**src/rtl/seg7_pkg.sv**
```systemverilog
// rtl/seg7_pkg.sv - shared seven-segment pattern constants and reader FSM state type
// Contents: SEG_0..SEG_F active-low gfedcba patterns, SEG_BLANK, state_t.
package seg7_pkg;

    localparam logic [6:0] SEG_0     = 7'h40;
    localparam logic [6:0] SEG_1     = 7'h79;
    localparam logic [6:0] SEG_2     = 7'h24;
    localparam logic [6:0] SEG_3     = 7'h30;
    localparam logic [6:0] SEG_4     = 7'h19;
    localparam logic [6:0] SEG_5     = 7'h12;
    localparam logic [6:0] SEG_6     = 7'h02;
    localparam logic [6:0] SEG_7     = 7'h78;
    localparam logic [6:0] SEG_8     = 7'h00;
    localparam logic [6:0] SEG_9     = 7'h10;
    localparam logic [6:0] SEG_A     = 7'h08;
    localparam logic [6:0] SEG_B     = 7'h03;
    localparam logic [6:0] SEG_C     = 7'h46;
    localparam logic [6:0] SEG_D     = 7'h21;
    localparam logic [6:0] SEG_E     = 7'h06;
    localparam logic [6:0] SEG_F     = 7'h0E;
    localparam logic [6:0] SEG_BLANK = 7'h7F;

    typedef enum logic [2:0] {
        IDLE    = 3'd0,
        SETTLE  = 3'd1,
        CAPTURE = 3'd2,
        HOLD    = 3'd3,
        COMMIT  = 3'd4
    } state_t;

endpackage

```
**src/rtl/seg7_pattern_decode.sv**
```systemverilog
// rtl/seg7_pattern_decode.sv - combinational seven-segment pattern to hex nibble decoder
// Ports: pattern (7, active-low gfedcba) in; nibble (4) out; err out, set for patterns outside the hex table.
module seg7_pattern_decode
    import seg7_pkg::*;
(
    input  logic [6:0] pattern,
    output logic [3:0] nibble,
    output logic       err
);

    always_comb begin
        nibble = 4'h0;
        err    = 1'b0;
        case (pattern)
            SEG_0:   nibble = 4'h0;
            SEG_1:   nibble = 4'h1;
            SEG_2:   nibble = 4'h2;
            SEG_3:   nibble = 4'h3;
            SEG_4:   nibble = 4'h4;
            SEG_5:   nibble = 4'h5;
            SEG_6:   nibble = 4'h6;
            SEG_7:   nibble = 4'h7;
            SEG_8:   nibble = 4'h8;
            SEG_9:   nibble = 4'h9;
            SEG_A:   nibble = 4'hA;
            SEG_B:   nibble = 4'hB;
            SEG_C:   nibble = 4'hC;
            SEG_D:   nibble = 4'hD;
            SEG_E:   nibble = 4'hE;
            SEG_F:   nibble = 4'hF;
            default: err    = 1'b1;
        endcase
    end

endmodule

```
**src/rtl/seg7_reader.sv**
```systemverilog
// rtl/seg7_reader.sv - samples a multiplexed active-low 7-segment bus and assembles hex frames
// Ports: clk, rst (sync, active-high); seg_in (7), an_in (NDIG) asynchronous display bus in;
//        value (4*NDIG), digit_err (NDIG), frame_valid, stale, busy out.
module seg7_reader
    import seg7_pkg::*;
#(
    parameter int NDIG        = 4,
    parameter int STABLE_CYC  = 16,
    parameter int TIMEOUT_CYC = 1000000
)
(
    input  logic                clk,
    input  logic                rst,
    input  logic [6:0]          seg_in,
    input  logic [NDIG-1:0]     an_in,
    output logic [4*NDIG-1:0]   value,
    output logic [NDIG-1:0]     digit_err,
    output logic                frame_valid,
    output logic                stale,
    output logic                busy
);

    localparam int IW = $clog2(NDIG);
    localparam int CW = $clog2(STABLE_CYC);
    localparam int TW = $clog2(TIMEOUT_CYC);

    logic [6:0]        seg_s1, s_seg;
    logic [NDIG-1:0]   an_s1, s_an;

    logic              sel_valid;
    logic [IW-1:0]     s_idx;
    logic [3:0]        zcount;

    state_t            state, state_n;
    logic [IW-1:0]     idx_r;
    logic [6:0]        seg_r;
    logic [CW-1:0]     cnt;
    logic [NDIG-1:0]   seen;
    logic [NDIG-1:0]   idx_mask;
    logic [4*NDIG-1:0] shadow_val;
    logic [NDIG-1:0]   shadow_err;
    logic [TW-1:0]     tcnt;
    logic              same;
    logic [3:0]        dec_nib;
    logic              dec_err;

    // Two-flop synchronizers; all-ones is a blank display with no digit enabled.
    always_ff @(posedge clk) begin
        if (rst) begin
            seg_s1 <= SEG_BLANK;
            s_seg  <= SEG_BLANK;
            an_s1  <= '1;
            s_an   <= '1;
        end else begin
            seg_s1 <= seg_in;
            s_seg  <= seg_s1;
            an_s1  <= an_in;
            s_an   <= an_s1;
        end
    end

    // A select is only usable when exactly one anode is low; ghosting (several low) is rejected.
    always_comb begin
        zcount = 4'd0;
        s_idx  = '0;
        for (int i = 0; i < NDIG; i++) begin
            if (!s_an[i]) begin
                zcount = zcount + 4'd1;
                s_idx  = IW'(i);
            end
        end
        sel_valid = (zcount == 4'd1);
    end

    always_comb begin
        idx_mask        = '0;
        idx_mask[idx_r] = 1'b1;
        same            = sel_valid && (s_idx == idx_r) && (s_seg == seg_r);
    end

    seg7_pattern_decode u_decode (
        .pattern (seg_r),
        .nibble  (dec_nib),
        .err     (dec_err)
    );

    always_ff @(posedge clk) begin
        if (rst) state <= IDLE;
        else     state <= state_n;
    end

    always_comb begin
        state_n = state;
        case (state)
            IDLE:    if (sel_valid) state_n = SETTLE;
            SETTLE: begin
                if (!same)                           state_n = IDLE;
                else if (cnt == CW'(STABLE_CYC - 1)) state_n = CAPTURE;
            end
            CAPTURE: state_n = ((seen | idx_mask) == '1) ? COMMIT : HOLD;
            HOLD:    if (!sel_valid || (s_idx != idx_r)) state_n = IDLE;
            COMMIT:  state_n = HOLD;
            default: state_n = IDLE;
        endcase
    end

    always_ff @(posedge clk) begin
        if (rst) begin
            idx_r       <= '0;
            seg_r       <= SEG_BLANK;
            cnt         <= '0;
            seen        <= '0;
            shadow_val  <= '0;
            shadow_err  <= '0;
            value       <= '0;
            digit_err   <= '0;
            frame_valid <= 1'b0;
            tcnt        <= '0;
            stale       <= 1'b0;
        end else begin
            frame_valid <= 1'b0;
            case (state)
                IDLE: begin
                    if (sel_valid) begin
                        idx_r <= s_idx;
                        seg_r <= s_seg;
                        cnt   <= '0;
                    end
                end
                SETTLE: begin
                    if (same && (cnt != CW'(STABLE_CYC - 1))) cnt <= cnt + 1'b1;
                end
                CAPTURE: begin
                    // Last capture of a digit wins until the frame commits.
                    shadow_val[int'(idx_r)*4 +: 4] <= dec_nib;
                    shadow_err[idx_r]              <= dec_err;
                    seen                           <= seen | idx_mask;
                end
                COMMIT: begin
                    value       <= shadow_val;
                    digit_err   <= shadow_err;
                    frame_valid <= 1'b1;
                    seen        <= '0;
                end
                default: ;
            endcase

            if (state == COMMIT) begin
                tcnt  <= '0;
                stale <= 1'b0;
            end else if (tcnt == TW'(TIMEOUT_CYC - 1)) begin
                stale <= 1'b1;
            end else begin
                tcnt <= tcnt + 1'b1;
            end
        end
    end

    assign busy = (state != IDLE);

endmodule

```
**config.mk**
```make
export PLATFORM = sky130hd
export DESIGN_NAME = seg7_reader
export DESIGN_NICKNAME = d
export VERILOG_FILES = /design/src/rtl/seg7_pkg.sv /design/src/rtl/seg7_pattern_decode.sv /design/src/rtl/seg7_reader.sv
export SDC_FILE = /design/constraint.sdc
export NUM_CORES = 1
export LEC_CHECK = 0
export CORE_ASPECT_RATIO = 1.2
export CORE_MARGIN = 2
export CORE_UTILIZATION = 62
export DETAILED_ROUTE_END_ITERATION = 8
export MAX_ROUTING_LAYER = met4
export PLACE_DENSITY = 0.81
export SETUP_SLACK_MARGIN = 0.1
export SYNTH_ARGS = -nofsm -noshare
export SYNTH_HDL_FRONTEND = slang
export SYNTH_SLANG_ARGS = --single-unit
```
**constraint.sdc**
```tcl
create_clock -name clk -period 6.9 [get_ports clk]
set_input_delay 1.38 -clock clk [delete_from_list [all_inputs] [get_ports clk]]
set_output_delay 1.38 -clock clk [all_outputs]
set_load 0.02 [all_outputs]
```
==> results by group <==
Run status
  – Outcome: complete, no violations

Floorplanning
  – Num ports: 36
  – Die area: 0.008101 mm2
  – Initial core utilization: 63.77%
  – FP Rows: 34
  – Area of the core: 0.007189 mm2
  – Die X: 82.50 um
  – Die height: 98.20 um

Placement
  – IO buf count: 35
  – Placer Congestion: 0.8041
  – Setup WS pre-CTS: 3715 ps
  – Dpl cell area: 0.004913 mm2
  – Post-DP HPWL: 5.506 mm

Cells and area
  – Final instance area: 0.005086 mm2
  – Ant. Diodes: 0
  – # nets final: 559
  – Layout cells sized above 1: 10.22%
  – Area delta synth->final: 10.94%
  – Final core utilization: 70.74%

Yosys
  – FF+latch count, synth: 104
  – Synth Cell Area: 0.004584 mm2
  – Post-synth cell types: 62
  – Area leader, netlist: dfxtp_1
  – Main flop type after synthesis: dfxtp_1
  – Mapped Cells: 517
  – Synth top cells by count: dfxtp_1 (104), nand2_1 (61), nor2_1 (59), a21oi_1 (35), or2_2 (23)
  – Mean Syn Cell Area: 8.867 um2
  – Synth top area share: 45.41%
  – Asr flop ratio synth: 0%
  – Synth area leaders: dfxtp_1 (45%), nand2_1 (5.0%), nor2_1 (4.8%)
  – Post-synth EDFFs: 0
  – Sequential share of the synthesized area: 45.41%
  – Net Count, Synth: 543
  – Count leader, synth: dfxtp_1
  – Yosys warns: 0

Global routing
  – Largest net degree at the start of global routing: 82
  – First-pass GRT wire length: 13.99 mm
  – Initial antenna violation count: 0
  – Global route overflow: 0
  – Number of global-route vias before repair: 3298
  – Global Route Usage Sum: 22.37%

Timing
  – Max Clock Skew: 12.69 ps
  – Final Max Tran Viols: 0
  – RSZ-0062 raised after global routing: no
  – Post-route setup TNS: 0 ps
  – Slew Limit Headroom: 43.68%
  – Final hold violation count: 0
  – Final Setup Violations: 0
  – Max Clk Rate: 321.6 MHz
  – Worst slew pin tran: 842.3 ps
  – Final worst path period share: 45.07%
  – Final worst setup slack: 3790 ps
  – Post-route minimum period: 3110 ps

Critical path
  – Worst Setup End Kind: output port
  – CP Max Fanout: 8
  – Worst r2r src: s_an[1]$_SDFF_PP1_
  – Worst setup SP type: flop
  – Crit path DAT: 1730 ps
  – R2R Path End: cnt[2]$_SDFFE_PP0P_
  – Flop-to-flop setup slack: 3790 ps
  – CP required: 5520 ps
  – Cells on worst reg2reg path: 10
  – Critical path type: reg2out

Routing
  – Drt pass-1 iters: 4
  – Initial DRC count: 167
  – Routed vias/inst: 5.602
  – Post-DR wirelength/cell: 12.73 um
  – ANT nets after route: 0
  – Drc violations: 0
  – Vias: 3518
  – Final wirelength: 7.995 mm

Clock tree
  – Clock sinks: 104
  – Clock Pin Slew Worst Setup and Hold Paths: 90 ps
  – Hold buffers post-CTS: 0
  – Post-CTS Resized: 0
  – H-tree Lvls: 3
  – Worst skew pair latency: 380 ps
  – Num CTS Buffers: 9
  – Clock buffer depth: 2
  – Root buffer selected by CTS: clkbuf_8
  – CTS tree: done
  – Post-CTS Setup Bufs: 0

Power
  – Sw Pwr: 0.0003043 W
  – Total power: 0.001116 W
  – Comb pwr share: 11.2%
  – Pwr/cell area: 219.5 mW/mm2
  – Sw frac: 27.27%
  – Maximum VDD drop: 200.9 uV
  – Sequential share of power: 58.9%
  – Leak: 1.844 nW
  – Clock power share: 29.9%
  – Int Pwr: 0.0008119 W

Hold path
  – Hold EP: s_seg[2]$_SDFF_PP1_
  – Hold path startpoint: seg_s1[2]$_SDFF_PP1_
  – Hold Path Class: reg2reg
  – WHS Path Cells: 1

Job
  – Max Cap Violations: 0
layout by cell type, fill, tap and decap left out, types with 4 or more instances in the layout:
master             n
nand2_1           61
nand4_1            8
a21oi_1           35
a22oi_1           13
inv_1             21
nand3b_1          18
nor4_1             5
clkdlybuf4s50_1   34
nand2b_1           6
o21ai_0            4
or2_2             23
nor4b_1            4
xnor2_1            8
nand3_1           13
a211o_1            7
clkbuf_8           9
o31ai_1            6
nor2_1            59
ha_1              13
dfxtp_1          104
nor3_1             6
xor2_1            21
per-stage QoR:
| stage | hold slack [ps] | instances |
|---|---|---|
| 2_1_floorplan | 389.5 | 517 |
| 3_3_place_gp | 391.4 | 612 |
| 3_5_place_dp | 394.0 | 612 |
| 4_1_cts | 421.8 | 628 |
| 5_1_grt | 437.7 | 628 |
| 6_report | 416.0 | 628 |
layer usage:
layer	wire length [um]	track usage, %	up-vias
li1	-	-	1798
met1	3586	25.84	1647
met2	3965	36.72	61
met3	321	5.823	12
met4	122	8.323	0
met5	0	-	-
registers in the layout, summed over array words and instances (netlist names):
register     cells
state            3
s_seg            7
cnt              4
shadow_val      16
seg_s1           7
stale            1
s_an             4
tcnt            20
seen             4
value           16
seg_r            7
shadow_err       4
an_s1            4
idx_r            2
digit_err        4
frame_valid      1
power by group through the flow:
stage / Clock, W / Sequential, W / Combinational, W
6_report: 0.000334 / 0.000657 / 0.000125
5_1_grt: 0.000369 / 0.000663 / 0.000138
4_1_cts: 0.000344 / 0.000657 / 0.000125
3_5_place_dp: 0 / 0.000671 / 0.000125
3_3_place_gp: 0 / 0.000669 / 0.000120
2_1_floorplan: 0 / 0.000644 / 0.000125
how the worst max path moves through the flow:
| stage | start | end | slack, ps |
|---|---|---|---|
| detailed placement | rst | tcnt[7]$_SDFFE_PP0P_ | 3710 |
| CTS | state[1]$_SDFFE_PP0P_ | busy | 3770 |
| global route | s_an[1]$_SDFF_PP1_ | cnt[2]$_SDFFE_PP0P_ | 3570 |
| global placement | rst | tcnt[7]$_SDFFE_PP0P_ | 3770 |
| finish | state[1]$_SDFFE_PP0P_ | busy | 3790 |
| floorplan | s_an[1]$_SDFF_PP1_ | cnt[0]$_SDFFE_PP0P_ | 4320 |
area by class of cell:
type	instances	area [um2]
Multi-Input combinational cell	360	2280
Tap cell	90	112.6
Timing Repair Buffer	37	360.3
Sequential cell	104	2082
Fill cell	589	2103
Clock inverter	5	41.29
Clock buffer	11	131.4
Inverter	21	78.83
kinds of logic (layout without fill, tap and decap cells):
family                   Yosys count  count (layout)  synth area share [%]
XOR/XNOR                          30              30                 5.895
AND/OR/NAND/NOR                  226             226                 26.31
multiplexers                       5               5                 1.228
AO/OA/AOI/OAI                     86              86                 12.75
flip-flops                       104             104                 45.41
adder cells (fa/ha/maj)           13              13                 3.548
buffers and inverters             53              74                 4.858
worst max-delay path, stage by stage (launching register included):
cell and delay, ps:
dfxtp_1 400, nor3_1 350, inv_1 70, clkdlybuf4s50_1 540
(Power assumes the default switching activity.)
